<file path="src/rtl/transposed_filter.sv">
// transposed_filter: fixed-coefficient 8-tap low-pass FIR, transposed direct form.
// One signed sample in and one full-precision signed result out on every rising edge.
// The output is scaled by 2^15 relative to the input, so the DC gain is exactly 1.0 in Q15.
module transposed_filter #(
  parameter int unsigned DATA_W = 16,
  parameter int unsigned COEF_W = 16,
  parameter int unsigned OUT_W  = 32,
  parameter int unsigned TAPS   = 8
) (
  input  logic              clk,
  input  logic              rst,
  input  logic [DATA_W-1:0] noisy_signal,
  output logic [OUT_W-1:0]  filtered_signal
);

  // Symmetric linear-phase taps in Q1.15. They sum to 32768 and their alternating sum is 0.
  localparam logic signed [COEF_W-1:0] Coef [TAPS] = '{
    -16'sd437, -16'sd1064, 16'sd2690, 16'sd15195,
    16'sd15195, 16'sd2690, -16'sd1064, -16'sd437
  };

  logic signed [OUT_W-1:0] x_ext;
  logic signed [OUT_W-1:0] prod [TAPS];
  // z_q[i] holds pipeline register z(i+1); z_q[TAPS-2] is the tail register z7.
  logic signed [OUT_W-1:0] z_q  [TAPS-1];

  // Per-tap products of the current sample. Both operands are sign-extended to OUT_W first.
  // The true product always fits in OUT_W bits, so keeping the low OUT_W bits is exact.
  always_comb begin
    x_ext = OUT_W'($signed(noisy_signal));
    for (int unsigned k = 0; k < TAPS; k++) begin
      prod[k] = x_ext * OUT_W'(Coef[k]);
    end
  end

  // Output register and transposed delay line. Reset clears all history asynchronously.
  always_ff @(posedge clk or negedge rst) begin
    if (!rst) begin
      filtered_signal <= '0;
      for (int unsigned k = 0; k < TAPS - 1; k++) begin
        z_q[k] <= '0;
      end
    end else begin
      filtered_signal <= prod[0] + z_q[0];
      for (int unsigned k = 1; k < TAPS - 1; k++) begin
        z_q[k-1] <= prod[k] + z_q[k];
      end
      z_q[TAPS-2] <= prod[TAPS-1];
    end
  end

endmodule

</file>
<file path="config.mk">
export PLATFORM = sky130hd
export DESIGN_NAME = transposed_filter
export DESIGN_NICKNAME = d
export VERILOG_FILES = /design/src/rtl/transposed_filter.sv
export SDC_FILE = /design/constraint.sdc
export NUM_CORES = 1
export LEC_CHECK = 0
export ABC_CLOCK_PERIOD_IN_PS = 4300
export CAP_MARGIN = 5
export CELL_PAD_IN_SITES_DETAIL_PLACEMENT = 1
export CELL_PAD_IN_SITES_GLOBAL_PLACEMENT = 2
export CORE_MARGIN = 2
export CORE_UTILIZATION = 43
export DETAILED_ROUTE_END_ITERATION = 10
export HOLD_SLACK_MARGIN = 0.12
export PLACE_DENSITY = 0.94
export SLEW_MARGIN = 10
export SYNTH_ARGS = -nofsm -noshare
export SYNTH_HDL_FRONTEND = slang
export SYNTH_SLANG_ARGS = --single-unit
</file>
<file path="constraint.sdc">
create_clock -name clk -period 4.3 [get_ports clk]
set_input_delay 0.645 -clock clk [delete_from_list [all_inputs] [get_ports clk]]
set_output_delay 0.645 -clock clk [all_outputs]
set_load 0.05 [all_outputs]
</file>
==> impl_results.md, run 1 <==
* Outcome: aborted with a tool error
* Last stage reached: 5_1_grt
* Error message: [ERROR GRT-0116] Global routing finished with congestion. Check the congestion regions in the DRC Viewer.
* Ys flop type: dfrtp_1
* Number of synthesized flops with an enable pin at 0
* Synth Warn # at 0
* Remaining Overflow, GRT at 8
* Buffers on Ports at 49
* Clock Root Buffer: clkbuf_16
* Wire length of the first global-routing pass at 365500 um
* Boundary Pins at 50
* Nets in the synthesized netlist at 3887
* All-Layer GR Usage at 0.7344
* Post-synthesis area per instance at 9.572 um2
* Placed insts at 4959
* Detailed placer's ending HPWL at between 100000 and 150000 um
* Total number of clock tree sinks at 247
* Number of levels the H-tree was split into at 1
* Number of global-route vias before repair at about 45k
* Starting density of the core at 0.4325
* Cell area after synthesis at 0.02956 mm2
* Die Y at 266.2 um
* Total placed instance area at 0.04021 mm2
* Number of core rows at 96
* Flop and latch count out of synthesis at 247
* Post-cts hold buffer count at 0
* Async S/R FF share, synth at 1.000
* Number of distinct library cells after synthesis at 72
* Pin count of the biggest net entering global routing at about 110
* Die outline width at 266.2 um
* GPL Wtd Cong at 1.051
* Largest buffer count on any clock path at 3
* Count of mapped cells out of synthesis at 3088
* Total clock buffers created by CTS at 30
* Part of the Yosys area used for sequential elements at 0.2091
==> per-stage QoR <==
| stage | util | setup TNS [ns] | worst slack [ns] |
|---|---|---|---|
| 3_3_place_gp | 0.5883 | -416.04 | -3.634 |
| 4_1_cts | 0.6993 | -297.64 | -3.049 |
| 2_1_floorplan | - | -171.17 | -2.655 |
| 3_5_place_dp | 0.5883 | -469.10 | -4.076 |
==> what timing repair did <==
action                     4_1_cts
gates resized for setup        965
pin swaps                      513
buffers inserted               244
cloned                           2
setup endpoints to repair      183
==> cell families after synthesis <==
family | share of synthesized area
flops | 0.2091
buf+inv | 0.07023
fa+ha+maj | 0.3976
mux | 0.003132
xor+xnor | 0.08208
compound gates | 0.1413
simple gates | 0.09647
==> metal layers <==
metal / GRT overflow / GRT usage
met5: 0 / 0.3999
met4: 4 / 0.7247
met3: 1 / 0.5852
met2: 3 / 0.8910
met1: 0 / 0.7307
==> synth_stat cells (4+ instances only) <==
cell type    n  share of area
a211o_1      6         0.0018
and2_1      10         0.0021
nand3_1     44         0.0075
inv_1      538          0.068
fa_1       264           0.18
o21ai_1     24         0.0041
a2111oi_0    8         0.0024
o211ai_1    11         0.0028
and4_1      11         0.0033
o21a_1      34         0.0086
ha_1       517           0.22
o21bai_1    24         0.0061
mux2i_1      7         0.0024
nor4_1      14         0.0030
o41ai_1      6         0.0018
or3_1       18         0.0038
o22ai_1      6         0.0013
clkbuf_1    14         0.0018
a31o_2       9         0.0027
or2_2       11         0.0023
xor2_1      69          0.020
o21ai_0     94          0.016
a211oi_1    25         0.0063
dfrtp_1    247           0.21
nand4_1     27         0.0057
nor3_1      60          0.010
nand3b_1     4         0.0010
nor2b_1     41         0.0087
a21boi_0    12         0.0030
o31ai_1     12         0.0030
a41oi_1      7         0.0021
a21o_1     104          0.026
a31oi_1     24         0.0051
nand2_1    108          0.014
xnor2_1    208          0.062
nand2b_1    31         0.0066
and3_1      22         0.0047
nor2_1     167          0.021
a21oi_1    197          0.033
==> run 2: changes to the inputs <==
--- a/config.mk
+++ b/config.mk
@@ -7,13 +7,10 @@
 export LEC_CHECK = 0
 export ABC_CLOCK_PERIOD_IN_PS = 4300
 export CAP_MARGIN = 5
-export CELL_PAD_IN_SITES_DETAIL_PLACEMENT = 1
-export CELL_PAD_IN_SITES_GLOBAL_PLACEMENT = 2
 export CORE_MARGIN = 2
-export CORE_UTILIZATION = 43
+export CORE_UTILIZATION = 34
 export DETAILED_ROUTE_END_ITERATION = 10
-export HOLD_SLACK_MARGIN = 0.12
-export PLACE_DENSITY = 0.94
+export PLACE_DENSITY_LB_ADDON = 0.15
 export SLEW_MARGIN = 10
 export SYNTH_ARGS = -nofsm -noshare
 export SYNTH_HDL_FRONTEND = slang
==> run 2 against run 1 <==
  * The flow now finishes, with violations (setup timing)
  * Synthesized area unchanged
  * Synthesized cell count did not move
==> impl_results.md, run 2 <==
* Slowest CP cell: fa_1
* Boundary Pins at 50
* Library cell with the largest summed area after synthesis: ha_1
* TritonCTS clock tree: built
* Worst endpoint data arrival time at 7.40 ns
* Violated checks: setup timing
* Die outline width at 298.9 um
* Count of mapped cells out of synthesis at between 3k and 4k
* Highest Clock Rate at 0.1443 GHz
* Detailed placer's ending HPWL at 86570 um
* Final setup TNS at -241.67 ns
* Clock insertion delay at the later pin of the skew report at 0.56 ns
* Worst-path clk slew at 0.06 ns
* Share of the synthesized area in the top cell type at 0.2188
* Leading registers by flop count: z_q: 215 flops, filtered_signal: 32 flops
* Starting density of the core at 0.3418
* Ratio of cells with drive above 1 in the final layout at 0.4844
* Sum of routed wire length over all layers at 106200 um
* Avg Vias per Cell at a little under 5
* Synth Area in Adders at 0.3976
* # setup viols final at approximately 160
* Async S/R FF share, synth at 1.000
* Dominant combinational cell family by area after synthesis: adder cells
* Multiplexer share of the synthesized area at 0.003132
* Post-synthesis area per instance at around 9.6 um2
* Final period util at 1.612
* Number of synthesized flops with an enable pin at 0
* Pin count of the biggest net entering global routing at 92
* Total clock buffers created by CTS at 35
* Actual transition at the worst max-transition pin at 0.8370 ns
* Remaining Overflow, GRT at 0
* GPL Wtd Cong at between 0.9 and 1
* Flop and latch count out of synthesis at 247
* Final max-slew violation count at 0
* Final net count at 5162
* WS Path Type: input port to flop
* Initial antenna violation count at 4
* Cell with the most instances after synthesis: inv_1
* Remaining antenna violation count after routing at 0
* Type of destination of the critical path: flop
* Buffers on Ports at 49
* Crit-path max FO at 5
* Synth cell count leaders: inv_1 (538), ha_1 (517), fa_1 (264), dfrtp_1 (247), xnor2_1 (208)
* Slew headroom at 0.4420
* Number of core rows at 108
* Largest buffer count on any clock path at 3
* Length of the first detailed-routing pass in iterations at 5
* Via count at roughly 27k
* Nets in the synthesized netlist at roughly 3.9k
* All-Layer GR Usage at 0.2349
* Number of distinct library cells after synthesis at 72
* Synth Warn # at 0
* Layout overhead on the synthesized area at 65.97%
* Total area of multi-input combinational cells at 0.02767 mm2
* Clock Root Buffer: clkbuf_16
* Ys flop type: dfrtp_1
* Outcome: finished, violations left
* Most frequent standard cell in the layout excluding fill and tap cells: buf_4
* Final-layout fill cell count at roughly 7.4k
* FF/Latch Area at 0.006181 mm2
* Average detailed-routed wire length per instance at ~19 um
* RSZ-0062 raised after global routing: yes
* Startpoint type of the worst setup path: input port
* Full die area at 0.08931 mm2
* Final core utilization at 0.5673
* Number of global-route vias before repair at approximately 29k
* Die Y at between 200 and 300 um
* Part of the Yosys area used for sequential elements at 0.2091
* Area fraction in and, or, nand and nor cells after synthesis at 0.09647
* Count of unresolved DRC violations after routing at 0
* Cell area after synthesis at 0.02956 mm2
* Number of flip-flops in the largest register at 215
* Total number of clock tree sinks at 247
* Wire length of the first global-routing pass at about 160000 um
* Number of levels the H-tree was split into at 2
* Dominant cells by area after synthesis: ha_1 (22%), dfrtp_1 (21%), fa_1 (18%), inv_1 (6.8%), xnor2_1 (6.2%)
* Xor and xnor area share after synthesis at 0.08208
* Detailed Route Iter0 Violations at 1084
* Worst hold-check path type: input port to async pin
* Reg with most FFs: z_q
* Layout Skew at 0.01160 ns
* Std-Cell Core Area at 0.08648 mm2
* Final Worst Setup Slack at -2.629 ns
* Endpoint required time on the critical path at 4.77 ns
* Commonest non-fill, non-tap cells in the layout: buf_4 (1005), inv_1 (459), ha_1 (343)
* Final hold violations at 0
* # Max-Cap Violations at 0
* Minimum period implied by the final worst setup slack at 6.929 ns
* Stage delay of the slowest cell on the critical path at approximately 0.54 ns
* Complex-gate fraction of the synthesized area at 0.1413
run 2: cell counts after synthesis:
Identical to the previous run, type by type.
run 2: worst max-delay path: cells and delay by family:
kind | cells | cell delay (ns)
buf+inv | 7 | 0.56
fa+ha+maj | 8 | 3.28
compound gates | 12 | 2.24
simple gates | 2 | 0.14
xor+xnor | 3 | 0.49
run 2: cells by family (layout without fill, tap and decap cells):
group | Yosys count | after routing
buf+inv | 553 | 1850
fa+ha+maj | 781 | 781
xor+xnor | 277 | 277
flops | 247 | 247
mux | 9 | 9
compound gates | 643 | 643
other cells | 0 | 3
simple gates | 578 | 578
run 2: what timing repair did:
item,CTS,global route
pin swaps,355,452
resized for setup,550,535
hold buffers,0,0
gates cloned,2,0
endpoints found under the setup margin,178,170
setup buffers,112,142
run 2: final cells by class:
type / instances / share of cell area
multi-input cells: 2288 / 0.5640
clock inverters: 13 / 0.003928
repair buffers: 1253 / 0.2131
clock buffers: 46 / 0.02056
flip-flops and latches: 247 / 0.1260
diodes: 3 / 0.0001530
inverters: 538 / 0.04282
well taps: 1155 / 0.02946
run 2: final timing paths:
check                                           endpoint                from  depth (start not counted)  slack (ns)
max                                   z_q[159]$_DFF_PN0_     noisy_signal[8]                         32       -2.63
min                                     z_q[0]$_DFF_PN0_                 rst                          1        0.16
max reg2reg                            z_q[92]$_DFF_PN0_   z_q[34]$_DFF_PN0_                         14        0.37
min reg2reg                           z_q[160]$_DFF_PN0_  z_q[128]$_DFF_PN0_                          0        0.33
max in group asynchronous  filtered_signal[31]$_DFF_PN0_                 rst                          2        3.27
min in group clk                      z_q[160]$_DFF_PN0_  z_q[128]$_DFF_PN0_                          0        0.33
run 2: through the flow:
| stage | instances | setup WS [ns] | hold slack [ns] | instance area, um2 |
|---|---|---|---|---|
| 2_1_floorplan | 3088 | -2.655 | 0.3312 | 31390 |
| 3_3_place_gp | 5288 | -3.759 | 0.3319 | 40970 |
| 3_5_place_dp | 5288 | -3.793 | 0.3355 | 40970 |
| 4_1_cts | 5449 | -2.662 | 0.1624 | 45580 |
| 5_1_grt | 5540 | -2.835 | 0.1966 | 49050 |
| 6_report | 5543 | -2.629 | 0.1561 | 49060 |
run 2: routing by layer:
metal  vias to the layer above  track usage  wire, um
li1                      12967            -         -
met1                     13250       0.3171     49220
met2                       301       0.4044     52050
met3                       129      0.01767      2085
met4                         0      0.06536      2833
met5                         -            0         0
Power of run 2 is not shown: default switching activity piles up to over one toggle a cycle in this logic, so the estimate is an artifact.
